<file path="config.mk">
export PLATFORM = sky130hd
export DESIGN_NAME = fc_layer_scheduler
export DESIGN_NICKNAME = d
export VERILOG_FILES = /design/src/rtl/fc_pkg.sv /design/src/rtl/fc_addr_gen.sv /design/src/rtl/fc_layer_scheduler.sv
export SDC_FILE = /design/constraint.sdc
export NUM_CORES = 1
export LEC_CHECK = 0
export ABC_AREA = 0
export ABC_CLOCK_PERIOD_IN_PS = 2400
export BUFFER_PORTS_ARGS = -buffer_cell sky130_fd_sc_hd__buf_4
export CORE_MARGIN = 1.5
export CORE_UTILIZATION = 52
export CTS_BUF_LIST = sky130_fd_sc_hd__clkbuf_8
export DETAILED_ROUTE_END_ITERATION = 7
export PLACE_DENSITY = 0.8
export SLEW_MARGIN = 20
export SYNTH_ARGS = -nofsm -noshare
export SYNTH_HDL_FRONTEND = slang
export SYNTH_SLANG_ARGS = --single-unit
</file>
<file path="constraint.sdc">
create_clock -name clk -period 2.4 [get_ports clk]
set_input_delay 0.36 -clock clk [delete_from_list [all_inputs] [get_ports clk]]
set_output_delay 0.36 -clock clk [all_outputs]
set_load 0.05 [all_outputs]
</file>
<file path="src/rtl/fc_pkg.sv">
// fc_pkg: shared constants, FSM state type and address-width helper for the FC layer scheduler.
package fc_pkg;

   localparam int unsigned FP32_W = 32;

   typedef enum logic [1:0] {
      S_IDLE,
      S_ISSUE,
      S_DRAIN,
      S_DONE
   } fc_state_t;

   // Address width for an n-entry memory; never narrower than one bit.
   function automatic int unsigned addr_w(input int unsigned n);
      return (n <= 32'd2) ? 32'd1 : $clog2(n);
   endfunction

endpackage

</file>
<file path="src/rtl/fc_addr_gen.sv">
// fc_addr_gen: input/neuron/weight beat counters for the FC scheduler, advancing once per issued beat.
module fc_addr_gen
   import fc_pkg::*;
#(
   parameter int unsigned IN    = 5,
   parameter int unsigned OUT   = 4,
   parameter int unsigned IN_W  = addr_w(IN),
   parameter int unsigned OUT_W = addr_w(OUT),
   parameter int unsigned W_W   = addr_w(IN * OUT)
) (
   input  logic             clk,
   input  logic             rst,
   input  logic             clr_i,
   input  logic             en_i,
   output logic [IN_W-1:0]  in_cnt_o,
   output logic [OUT_W-1:0] out_cnt_o,
   output logic [W_W-1:0]   w_addr_o,
   output logic             last_beat_o
);

   logic [IN_W-1:0]  in_q,  in_d;
   logic [OUT_W-1:0] out_q, out_d;
   logic [W_W-1:0]   w_q,   w_d;

   // Weights are neuron-major, so a plain running counter replaces out_cnt*IN+in_cnt.
   always_comb begin
      in_d  = in_q;
      out_d = out_q;
      w_d   = w_q;
      if (clr_i) begin
         in_d  = '0;
         out_d = '0;
         w_d   = '0;
      end else if (en_i) begin
         if (in_q == IN_W'(IN - 1)) begin
            in_d  = '0;
            out_d = (out_q == OUT_W'(OUT - 1)) ? '0 : out_q + 1'b1;
         end else begin
            in_d = in_q + 1'b1;
         end
         w_d = (w_q == W_W'(IN * OUT - 1)) ? '0 : w_q + 1'b1;
      end
   end

   always_ff @(posedge clk or posedge rst) begin
      if (rst) begin
         in_q  <= '0;
         out_q <= '0;
         w_q   <= '0;
      end else begin
         in_q  <= in_d;
         out_q <= out_d;
         w_q   <= w_d;
      end
   end

   assign in_cnt_o    = in_q;
   assign out_cnt_o   = out_q;
   assign w_addr_o    = w_q;
   assign last_beat_o = (in_q == IN_W'(IN - 1)) && (out_q == OUT_W'(OUT - 1));

endmodule

</file>
<file path="src/rtl/fc_layer_scheduler.sv">
// fc_layer_scheduler: sequences one FC layer over a shared serial MAC and writes neuron results back in order.
// Define FC_SCHED_RELU_EN to write zero for any result with its sign bit set (fused ReLU).
module fc_layer_scheduler
   import fc_pkg::*;
#(
   parameter int unsigned DATA_WIDTH         = FP32_W,
   parameter int unsigned NUMBER_INPUT_NODE  = 5,
   parameter int unsigned NUMBER_OUTPUT_NODE = 4
) (
   input  logic                                                   clk,
   input  logic                                                   rst,
   input  logic                                                   i_start,
   input  logic                                                   i_engine_ready,
   input  logic                                                   i_result_valid,
   input  logic [DATA_WIDTH-1:0]                                  i_result,
   output logic                                                   o_busy,
   output logic                                                   o_done,
   output logic                                                   o_rd_en,
   output logic [addr_w(NUMBER_INPUT_NODE)-1:0]                   o_data_addr,
   output logic [addr_w(NUMBER_INPUT_NODE*NUMBER_OUTPUT_NODE)-1:0] o_weight_addr,
   output logic [addr_w(NUMBER_OUTPUT_NODE)-1:0]                  o_bias_addr,
   output logic                                                   o_mac_valid,
   output logic                                                   o_mac_first,
   output logic                                                   o_mac_last,
   output logic                                                   o_wr_en,
   output logic [addr_w(NUMBER_OUTPUT_NODE)-1:0]                  o_wr_addr,
   output logic [DATA_WIDTH-1:0]                                  o_wr_data
);

   localparam int unsigned IN_W  = addr_w(NUMBER_INPUT_NODE);
   localparam int unsigned OUT_W = addr_w(NUMBER_OUTPUT_NODE);
   localparam int unsigned W_W   = addr_w(NUMBER_INPUT_NODE * NUMBER_OUTPUT_NODE);

   fc_state_t state_q, state_d;

   logic             fire, clr, wr_fire, final_wr, last_beat;
   logic [IN_W-1:0]  in_cnt;
   logic [OUT_W-1:0] out_cnt;
   logic [W_W-1:0]   w_addr;
   logic [OUT_W-1:0] wr_cnt_q;
   logic [DATA_WIDTH-1:0] wr_data;

   logic                  busy_q, done_q, rd_en_q, mac_valid_q, mac_first_q, mac_last_q, wr_en_q;
   logic [IN_W-1:0]       data_addr_q;
   logic [W_W-1:0]        weight_addr_q;
   logic [OUT_W-1:0]      bias_addr_q, wr_addr_q;
   logic [DATA_WIDTH-1:0] wr_data_q;

   fc_addr_gen #(
      .IN    (NUMBER_INPUT_NODE),
      .OUT   (NUMBER_OUTPUT_NODE),
      .IN_W  (IN_W),
      .OUT_W (OUT_W),
      .W_W   (W_W)
   ) u_addr_gen (
      .clk         (clk),
      .rst         (rst),
      .clr_i       (clr),
      .en_i        (fire),
      .in_cnt_o    (in_cnt),
      .out_cnt_o   (out_cnt),
      .w_addr_o    (w_addr),
      .last_beat_o (last_beat)
   );

`ifdef FC_SCHED_RELU_EN
   assign wr_data = i_result[DATA_WIDTH-1] ? '0 : i_result;
`else
   assign wr_data = i_result;
`endif

   // The first beat issues on the start edge itself so o_rd_en rises together with o_busy.
   always_comb begin
      state_d  = state_q;
      fire     = 1'b0;
      clr      = 1'b0;
      wr_fire  = i_result_valid && ((state_q == S_ISSUE) || (state_q == S_DRAIN));
      final_wr = wr_fire && (wr_cnt_q == OUT_W'(NUMBER_OUTPUT_NODE - 1));
      case (state_q)
         S_IDLE: begin
            clr = !i_start;
            if (i_start) begin
               state_d = S_ISSUE;
               fire    = i_engine_ready;
            end
         end
         S_ISSUE: begin
            fire = i_engine_ready;
            if (fire && last_beat) state_d = final_wr ? S_DONE : S_DRAIN;
         end
         S_DRAIN: if (final_wr) state_d = S_DONE;
         S_DONE:  state_d = S_IDLE;
         default: state_d = S_IDLE;
      endcase
   end

   always_ff @(posedge clk or posedge rst) begin
      if (rst) state_q <= S_IDLE;
      else     state_q <= state_d;
   end

   always_ff @(posedge clk or posedge rst) begin
      if (rst) begin
         busy_q        <= 1'b0;
         done_q        <= 1'b0;
         rd_en_q       <= 1'b0;
         data_addr_q   <= '0;
         weight_addr_q <= '0;
         bias_addr_q   <= '0;
         mac_valid_q   <= 1'b0;
         mac_first_q   <= 1'b0;
         mac_last_q    <= 1'b0;
         wr_en_q       <= 1'b0;
         wr_addr_q     <= '0;
         wr_data_q     <= '0;
         wr_cnt_q      <= '0;
      end else begin
         busy_q  <= (state_d != S_IDLE);
         done_q  <= (state_q == S_DONE);
         rd_en_q <= fire;
         if (fire) begin
            data_addr_q   <= in_cnt;
            weight_addr_q <= w_addr;
            bias_addr_q   <= out_cnt;
         end
         mac_valid_q <= rd_en_q;
         mac_first_q <= rd_en_q && (data_addr_q == '0);
         mac_last_q  <= rd_en_q && (data_addr_q == IN_W'(NUMBER_INPUT_NODE - 1));
         wr_en_q     <= wr_fire;
         if (wr_fire) begin
            wr_addr_q <= wr_cnt_q;
            wr_data_q <= wr_data;
         end
         if (state_q == S_IDLE) wr_cnt_q <= '0;
         else if (wr_fire)      wr_cnt_q <= wr_cnt_q + 1'b1;
      end
   end

   assign o_busy        = busy_q;
   assign o_done        = done_q;
   assign o_rd_en       = rd_en_q;
   assign o_data_addr   = data_addr_q;
   assign o_weight_addr = weight_addr_q;
   assign o_bias_addr   = bias_addr_q;
   assign o_mac_valid   = mac_valid_q;
   assign o_mac_first   = mac_first_q;
   assign o_mac_last    = mac_last_q;
   assign o_wr_en       = wr_en_q;
   assign o_wr_addr     = wr_addr_q;
   assign o_wr_data     = wr_data_q;

endmodule

</file>
==> results.md, run 1 <==
* Final core utilization at 0.7112
* Simple-gate area share of the yosys netlist at 0.07478
* Pre-Repair DR Iteration Count at 4
* Number of nets with antenna violations after detailed routing at 0
* Average cell area after synthesis at 13.45 µm²
* GRT Total Usage at 0.1915
* Smallest setup slack after layout at 0.5023 ns
* Cell taking the most area after synthesis: dfrtp_1
* Final worst hold slack at 0.1415 ns
* Final Hold Viols at 0
* CTS resizes at 0
* End of the worst register-to-register path: o_wr_data[17]
* Total wire length at 5405 µm
* Area growth from synthesis to final layout at 32.38%
* HPWL after detailed placement at 3924 µm
* Leak at 1.757 nW
* Register bit count reported by yosys at 65
* Setup fix buffers added after clock tree synthesis at 0
* Core outline area at 0.005107 mm²
* Max Root-Sink Buffers at 2
* Die H at 75.64 µm
* Net count, final at 341
* Number of flops mapped to enable cells by yosys at 0
* Number of global-route vias before repair at 1819
* Pin count of the biggest net entering global routing at 35
* VDD IR max at 736.2 µV
* Startpoint type of the worst setup path: register
* Worst slack at placement at 0.5341 ns
* Cell types occupying the most area after synthesis: dfrtp_1, mux2_2, ha_1
* HP Class: input pin to asynchronous set/reset pin
* Final count of pins violating max slew at 0
* Number of library cell types mapped by synthesis at 36
* CTS clock-pin slew for the worst setup and hold paths at 0.07 ns
* Most frequent cell after synthesis: dfrtp_1
* Commonest cells post-synth: dfrtp_1, mux2_2, o21ai_0, a21oi_1, ha_1
* Post-synthesis async set-or-reset flop share at 1.000
* Slack of the worst reg-to-reg path at 0.50 ns
* Cell count after placement at 354
* Synthesized-area fraction occupied by ao, oa, aoi and oai cells at 0.08482
* Number of diodes at 0
* Total clock sinks at 65
* Worst slew pin tran at 0.6826 ns
* Root buffer selected by CTS: clkbuf_8
* Gp weighted congestion at 0.8014
* Endpoint kind of the worst setup timing path: register
* Vias post-DR at 1907
* Global-route wire length before repair at 8024 µm
* Run status: finished, final reports clean
* Overflow after GRT at 0
* Boundary Pins at 88
* Power density over the cells at 1490 mW/mm²
* Wirelength per Cell at 14.65 µm
* Cell count of the worst reg-to-reg path at 6
* Adder-Cell Fraction of Synth Area at 0.04104
* Routed vias/inst at 5.168
* RSZ-0062 raised after global routing: false
* H-tree lvl count at 3
* Largest family of logic cells by synthesized area: multiplexers
* Fin crit share at 0.7907
* CP arrival at 2.10 ns
* Non-filler cells in the finished layout at 369
* Worst setup path endpoint: o_wr_data[17]
* Full die area at 0.005721 mm²
* TritonCTS clock tree: built
* Multiplexer share of the synthesized area at 0.1724
* Share of the synthesized netlist area taken by xor and xnor gates at 0.003192
* # port buffers at 87
* Overall Power at 5.413 mW
* Worst max-slew margin expressed relative to the limit at 0.5442
* Layout cells sized above 1 at 0.4983
* Most frequently used flop master after synthesis: dfrtp_1
* Final setup violation count at 0
* Num CTS Buffers at 9
* Post-synthesis net count at 250
* Fillers at 368
* Origin of the worst setup path: state_q[0]
* Cell area after layout at 0.003632 mm²
* Number of remaining DRC errors at 0
* Cell area after synthesis at 0.002744 mm²
* Number of core rows at 26
* Cells after Synth at 204
* Yosys Warn Count at 0
* Setup total negative slack at 0 ns
* Antenna violations before repair at 0
* Worst R2R Start: state_q[0]
* Clock network latency to the later pin of the worst-skew pair at 0.32 ns
* Crit path time final at 1.898 ns
* Largest fanout on the critical path at 27
* Largest clock skew in the final design at 0.007004 ns
* Critical Setup Path Class: register to register
* Register area share after synthesis at 0.5928
* Count of max-cap constraint violations at 0
* Critical Path RT at 2.61 ns
* Highest clock rate at 0.5270 GHz
* Starting density of the core at 0.5372
* Share of the synthesized area in the top cell type at 0.5928
* CTS Hold Bufs at 0
* Placed cell area at 0.003470 mm²
* Width of the die at 75.64 µm
* Initial DRC count at 80
==> state kept, by name (all words and copies together) (netlist names), 3 cells and up <==
register,cells
u_addr_gen.in_cnt_o,3
o_weight_addr,5
o_wr_data,32
u_addr_gen.w_addr_o,5
o_data_addr,3
==> routing by layer <==
metal,track usage,up-vias,part of all wire
met5,0,-,0
met4,0.09722,0,0.018
li1,-,921,-
met1,0.2382,910,0.43
met2,0.3158,68,0.48
met3,0.04233,8,0.064
==> critical path, cell delays in order, from the launching register on <==
cell and delay [ns]:
dfrtp_1 0.42, inv_1 0.10, ha_1 0.33, nand2_1 0.12, inv_2 0.22, buf_12 0.22
mux2_2 0.35
==> logic make-up after synthesis <==
kind of cell	after synthesis
flops	65
mux	42
compound gates	36
simple gates	34
buf+inv	17
fa+ha+maj	9
xor+xnor	1
==> worst min path at each step <==
| stage | from | endpoint |
|---|---|---|
| floorplan | wr_cnt_q[1] | o_wr_addr[1] |
| global placement | o_rd_en | o_mac_valid |
| detailed placement | o_rd_en | o_mac_valid |
| CTS | rst | o_wr_data[23] |
| global route | rst | o_wr_data[11] |
| finish | rst | o_wr_data[23] |
==> placed cells by master (no fill, tap or decap), types with 4 or more instances in the layout <==
cell type and instances:
nor2_1 6, inv_1 8, mux2_2 42, o31ai_1 4
nand2_1 6, o21ai_0 12, ha_1 9, dfrtp_1 65
buf_4 87, nand4_1 7, a21oi_1 10, clkbuf_8 10
==> final cells by class <==
class                           count  area (µm²)  share of cell area
Multi-Input combinational cell    122        1032              0.2842
Tap cell                           70       87.58             0.02411
Sequential cell                    65        1627              0.4478
Clock inverter                      5       25.02            0.006889
Inverter                            8       30.03            0.008267
Clock buffer                       10       137.6             0.03789
Timing Repair Buffer               89       693.2              0.1908
==> power breakdown <==
group          internal, mW  leakage [nW]  switching [mW]
sequential             1.52         0.819           0.250
combinational         0.972         0.848            1.91
clock                 0.386        0.0905           0.378
Power figures use the tool's default switching activity.
==> inputs of run 2 (changes only) <==
--- a/config.mk
+++ b/config.mk
@@ -6,13 +6,13 @@
 export NUM_CORES = 1
 export LEC_CHECK = 0
 export ABC_AREA = 0
-export ABC_CLOCK_PERIOD_IN_PS = 2400
+export ABC_CLOCK_PERIOD_IN_PS = 1660
 export BUFFER_PORTS_ARGS = -buffer_cell sky130_fd_sc_hd__buf_4
 export CORE_MARGIN = 1.5
-export CORE_UTILIZATION = 52
+export CORE_UTILIZATION = 47
 export CTS_BUF_LIST = sky130_fd_sc_hd__clkbuf_8
 export DETAILED_ROUTE_END_ITERATION = 7
-export PLACE_DENSITY = 0.8
+export PLACE_DENSITY = 0.77
 export SLEW_MARGIN = 20
 export SYNTH_ARGS = -nofsm -noshare
 export SYNTH_HDL_FRONTEND = slang
==> constraint.sdc (replaced) <==
create_clock -name clk -period 1.66 [get_ports clk]
set_input_delay 0.249 -clock clk [delete_from_list [all_inputs] [get_ports clk]]
set_output_delay 0.249 -clock clk [all_outputs]
set_load 0.05 [all_outputs]
==> run 2 against run 1 <==
The run now ends with hold timing, setup timing left. Hold slack worse by 0.14 ns. Global-route usage increased by 0.98 points. Register-to-register slack worse by 0.50 ns. Clock power rose by 70%. Clock skew shrank 0.0013 ns. Final area rose by 6.4%. Worst setup slack worse by 0.50 ns. Sequential cell count is the same. Highest routed layer unchanged.
==> results.md, run 2 (synthesized netlist as in run 1, its figures left out) <==
* GRT Total Usage at 0.2013
* Antenna violations before repair at 0
* End of the worst register-to-register path: o_wr_data[22]
* Max Root-Sink Buffers at 2
* HP Class: input pin to asynchronous set/reset pin
* Final setup violation count at 2
* Cell count of the worst reg-to-reg path at 6
* Layout cells sized above 1 at 0.5411
* Pre-Repair DR Iteration Count at 4
* Initial DRC count at 103
* Die H at 79.41 µm
* Starting density of the core at 0.4923
* Width of the die at 79.41 µm
* Core outline area at 0.005574 mm²
* Overall Power at 8.439 mW
* CP arrival at 1.88 ns
* Worst max-slew margin expressed relative to the limit at 0.7770
* TritonCTS clock tree: built
* Net count, final at 357
* Power density over the cells at 2184 mW/mm²
* Non-filler cells in the finished layout at 388
* Total wire length at 6462 µm
* Overflow after GRT at 0
* Largest fanout on the critical path at 6
* Endpoint kind of the worst setup timing path: register
* Worst R2R Start: state_q[0]
* # port buffers at 87
* Crit path time final at 1.661 ns
* Number of global-route vias before repair at 1924
* Worst stage delay on the critical path at 0.40 ns
* Global-route wire length before repair at 9528 µm
* Startpoint type of the worst setup path: register
* Origin of the worst setup path: state_q[0]
* Final count of pins violating max slew at 0
* Leading cell types in the layout, fill and taps excluded: buf_4, dfrtp_1, mux2_2, o21ai_0, a21oi_1
* Vias post-DR at 2028
* Highest clock rate at 0.6022 GHz
* Cell with the largest stage delay on the worst path: dfrtp_1
* Number of flip-flops under the largest register name at 32
* H-tree lvl count at 3
* Number of core rows at 27
* Run status: finished, violations left
* Gp weighted congestion at 0.8190
* CP Cell Sequence: inv_1 > ha_2 > nand2_2 > clkinv_4 > clkbuf_16 > mux2_2
* Commonest non-fill, non-tap cell in the layout: buf_4
* Worst setup path endpoint: o_wr_data[22]
* Critical Path RT at 1.88 ns
* Total clock sinks at 65
* Full die area at 0.006305 mm²
* Slack of the worst reg-to-reg path at -0.0007 ns
* Pin count of the biggest net entering global routing at 66
* VDD IR max at 1348 µV
* Final Hold Viols at 1
* Leak at 1.860 nW
* HPWL after detailed placement at 4241 µm
* Root buffer selected by CTS: clkbuf_8
* Number of nets with antenna violations after detailed routing at 0
* Count of max-cap constraint violations at 0
* Num CTS Buffers at 9
* Clock network latency to the later pin of the worst-skew pair at 0.33 ns
* Cell count after placement at 366
* Wirelength per Cell at 16.65 µm
* Setup total negative slack at -0.001239 ns
* Worst slew pin tran at 0.3325 ns
* RSZ-0062 raised after global routing: true
* Number of diodes at 0
* Boundary Pins at 88
* Fin crit share at 1.000
* Violations in the final reports: hold timing, setup timing
* Critical Setup Path Class: register to register
* Smallest setup slack after layout at -0.0006939 ns
* CTS clock-pin slew for the worst setup and hold paths at 0.07 ns
* Number of remaining DRC errors at 0
* Area growth from synthesis to final layout at 40.86%
* Final worst hold slack at -0.00005712 ns
* Largest clock skew in the final design at 0.005749 ns
* Routed vias/inst at 5.227
==> run 2: cell count changes in the layout (fill, tap and decap cells not counted), moves of 2 or more <==
cell and delta:
buf_4 +12, clkbuf_16 +2, clkinv_4 +2, ha_1 -2
ha_2 +2, inv_1 -2, inv_2 -2
==> run 2: how the worst min path moves through the flow <==
stage / start / end / slack, ns
global placement: rst / o_wr_data[21] / 0.37
floorplan: rst / o_bias_addr[0] / 0.39
CTS: rst / o_wr_data[20] / 0.003
finish: rst / u_addr_gen.w_addr_o[0] / -0.00006
global route: rst / o_wr_data[1] / 0.02
detailed placement: rst / o_wr_data[23] / 0.37
==> run 2: cell type report <==
type                            count  area (µm²)
Clock inverter                      7       70.07
Tap cell                           72       90.09
Sequential cell                    65        1627
Multi-Input combinational cell    122        1051
Clock buffer                        9       123.9
Fill cell                         412        1709
Inverter                            8       38.79
Timing Repair Buffer              105       864.6
==> run 2: repair_timing <==
item	4_1_cts	5_1_grt
endpoints found under the setup margin	30	41
gates resized for setup	1	5
buffers inserted	1	2
cloned	0	3
hold buffers	0	0
==> run 2: worst max-delay path: cells and delay by family (launching register included) <==
family | cells | cell delay, ns
muxes | 1 | 0.33
and+or+nand+nor | 1 | 0.09
DFF | 1 | 0.40
buffers and inverters | 3 | 0.37
adders and majority gates | 1 | 0.35
==> run 2: through the flow <==
step	instance area [µm²]	util	setup slack, ns
after floorplan	2754	-	-0.009278
after global placement	3570	0.6404	0.04763
final	3865	0.6934	-0.0006939
after global routing	3865	0.6934	-0.04412
after CTS	3776	0.6774	0.0006997
after detailed placement	3570	0.6404	-0.02336
==> run 2: metal layers <==
layer / share of wire / global-route usage / vias to the layer above / wire [µm]
met5: 0 / 0 / - / 0
met4: 0.013 / 0.08947 / 0 / 82
met3: 0.062 / 0.05600 / 6 / 398
met2: 0.50 / 0.3308 / 88 / 3245
met1: 0.42 / 0.2479 / 977 / 2736
li1: - / - / 957 / -
==> run 2: report_power, final <==
part	leakage (nW)	internal [mW]	switching [mW]	total [mW]
clock	0.0994	0.692	0.613	1.30
combinational	0.942	1.66	2.90	4.56
sequential	0.819	2.19	0.378	2.57
total	1.86	4.55	3.89	8.44
==> inputs of run 3 (changes only) <==
--- a/config.mk
+++ b/config.mk
@@ -9,10 +9,10 @@
 export ABC_CLOCK_PERIOD_IN_PS = 1660
 export BUFFER_PORTS_ARGS = -buffer_cell sky130_fd_sc_hd__buf_4
 export CORE_MARGIN = 1.5
-export CORE_UTILIZATION = 47
+export CORE_UTILIZATION = 26
 export CTS_BUF_LIST = sky130_fd_sc_hd__clkbuf_8
 export DETAILED_ROUTE_END_ITERATION = 7
-export PLACE_DENSITY = 0.77
+export PLACE_DENSITY = 0.47
 export SLEW_MARGIN = 20
 export SYNTH_ARGS = -nofsm -noshare
 export SYNTH_HDL_FRONTEND = slang
==> constraint.sdc (replaced) <==
create_clock -name clk -period 1.66 [get_ports clk]
set_input_delay 0 -clock clk [delete_from_list [all_inputs] [get_ports clk]]
set_output_delay 0 -clock clk [all_outputs]
set_load 0.05 [all_outputs]
==> run 3 against run 2 <==
Count of clock-buffer cells in the layout did not move. Final cell count up 24%. Core utilization is 28 points lower. Non-clock buffer count up 31. Maximum frequency is 3.6% higher. Via count up 4.3%. Combinational power shrank 2%. The flow now finishes without violations. Routed wire length fell by 2.2%. Critical path type unchanged. Sequential cell count unchanged. Sequential power about the same. Largest cell class unchanged. Final area is 9.3% higher. Register-to-register slack improved by 0.06 ns.
==> results.md, run 3 (synthesized netlist as in run 1, its figures left out) <==
* Die H at 105.7 µm
* Final setup violation count at 0
* # port buffers at 87
* Count of max-cap constraint violations at 0
* CP arrival at 1.83 ns
* CTS clock-pin slew for the worst setup and hold paths at 0.07 ns
* Core outline area at 0.01028 mm²
* RSZ-0062 raised after global routing: true
* Worst max-slew margin expressed relative to the limit at 0.7667
* Internal portion of total power at 4.671 mW
* Boundary Pins at 88
* Proportion of power drawn by the clock network at 0.175
* Gp weighted congestion at 0.7160
* Critical Setup Path Class: register to register
* Switching Fraction at 0.4503
* Width of the die at 105.7 µm
* Leading cell types in the layout, fill and taps excluded: buf_4, dfrtp_1, mux2_2, dlygate4sd3_1, o21ai_0
* Initial DRC count at 88
* TritonCTS clock tree: built
* Number of diodes at 0
* CP delay by family, top: flip-flops
* Number of remaining DRC errors at 0
* CP Cell Sequence: inv_1 > ha_2 > nand2_1 > inv_2 > buf_12 > mux2_2
* Total wire length at 6321 µm
* Root buffer selected by CTS: clkbuf_8
* Endpoint kind of the worst setup timing path: register
* Run status: finished, final reports clean
* Global-route wire length before repair at 10210 µm
* Vias post-DR at 2115
* Num CTS Buffers at 9
* GRT Total Usage at 0.1178
* Switching power of the nets at 3.826 mW
* Crit path time final at 1.603 ns
* HPWL after detailed placement at 4264 µm
* H-tree lvl count at 3
* Commonest non-fill, non-tap cell in the layout: buf_4
* Full die area at 0.01118 mm²
* Number of buffers and inverters on the critical path at 3
* Final core utilization at 0.4109
* Fin crit share at 0.9659
* Final Hold Viols at 0
* Number of core rows at 37
* Antenna violations before repair at 0
* Number of global-route vias before repair at 2095
* Max Root-Sink Buffers at 2
* HP Class: input pin to register
* Largest clock skew in the final design at 0.006345 ns
* Starting density of the core at 0.2670
* Cell area after layout at 0.004223 mm²
* Leak at 1.985 nW
* Net count, final at 388
* Placed cell area at 0.003656 mm²
* Final worst hold slack at 0.07166 ns
* Critical Path RT at 1.89 ns
* Cell count after placement at 433
* Setup fix buffers added after clock tree synthesis at 0
* Seq pwr share at 0.300
* Worst slew pin tran at 0.3500 ns
* Highest clock rate at 0.6237 GHz
* Startpoint type of the worst setup path: register
* Cell with the largest stage delay on the worst path: dfrtp_1
* Wirelength per Cell at 13.09 µm
* Comb power frac at 0.525
* Final count of pins violating max slew at 0
* VDD IR max at 972.7 µV
* Pin count of the biggest net entering global routing at 66
* Overall Power at 8.497 mW
* Number of flip-flops under the largest register name at 32
* Number of nets with antenna violations after detailed routing at 0
* Layout cells sized above 1 at 0.4784
* Routed vias/inst at 4.379
* Largest fanout on the critical path at 27
* Clock network latency to the later pin of the worst-skew pair at 0.35 ns
* Overflow after GRT at 0
* Power density over the cells at 2012 mW/mm²
* Worst stage delay on the critical path at 0.36 ns
* Pre-Repair DR Iteration Count at 4
* Non-filler cells in the finished layout at 483
* Total clock sinks at 65
* Area growth from synthesis to final layout at 53.90%
-- run 3: power groups by stage --
stage / clock network (mW) / registers [mW] / logic [mW]
2_1_floorplan: 0 / 4.39 / 1.18
3_3_place_gp: 0 / 2.57 / 4.40
3_5_place_dp: 0 / 2.59 / 4.42
4_1_cts: 1.54 / 2.56 / 4.48
5_1_grt: 1.62 / 2.64 / 4.69
6_report: 1.49 / 2.55 / 4.46
-- run 3: path summary, 6_finish.rpt --
kind | from | cells past startpoint | endpoint | slack [ns]
worst max-delay path | state_q[0] | 6 | o_wr_data[4] | 0.06
worst min-delay path | i_start | 3 | o_busy | 0.07
worst max register to register | state_q[0] | 6 | o_wr_data[4] | 0.06
worst min register to register | o_rd_en | 0 | o_mac_valid | 0.44
max in group asynchronous | rst | 4 | o_busy | 1.09
min in group asynchronous | rst | 4 | u_addr_gen.out_cnt_o[1] | 0.28
-- run 3: layer usage --
metal / track usage / vias to the layer above / routed length (µm)
li1: - / 1020 / -
met4: 0.06371 / 0 / 132
met5: 0 / - / 0
met1: 0.1467 / 1033 / 2832
met2: 0.1846 / 54 / 3029
met3: 0.03278 / 8 / 327
-- run 3: area by class of cell --
class | count | area [µm²]
Clock buffer | 9 | 123.9
Timing Repair Buffer | 136 | 1131
Sequential cell | 65 | 1627
Inverter | 8 | 30.03
Fill cell | 1005 | 6055
Clock inverter | 7 | 95.09
Tap cell | 136 | 170.2
Multi-Input combinational cell | 122 | 1046
-- run 3: what timing repair did --
action | in CTS | in global routing
endpoints found under the hold margin | 103 | 0
endpoints found under the setup margin | 0 | 36
hold buffers | 34 | 0
resized for setup | 0 | 2
-- run 3: stage by stage --
step                      TNS (ns)  setup WS [ns]
after floorplan            -0.2223      -0.009278
after global placement           0        0.06514
after detailed placement         0        0.05128
after CTS                        0        0.03904
after global routing       -0.3094       -0.02379
final                            0        0.05657
-- run 3: worst register-to-register path, delay by kind of cell (launching register included) --
kind | cells | cell delay [ns]
fa+ha+maj | 1 | 0.34
simple gates | 1 | 0.09
buf+inv | 3 | 0.34
mux | 1 | 0.36
flops | 1 | 0.36
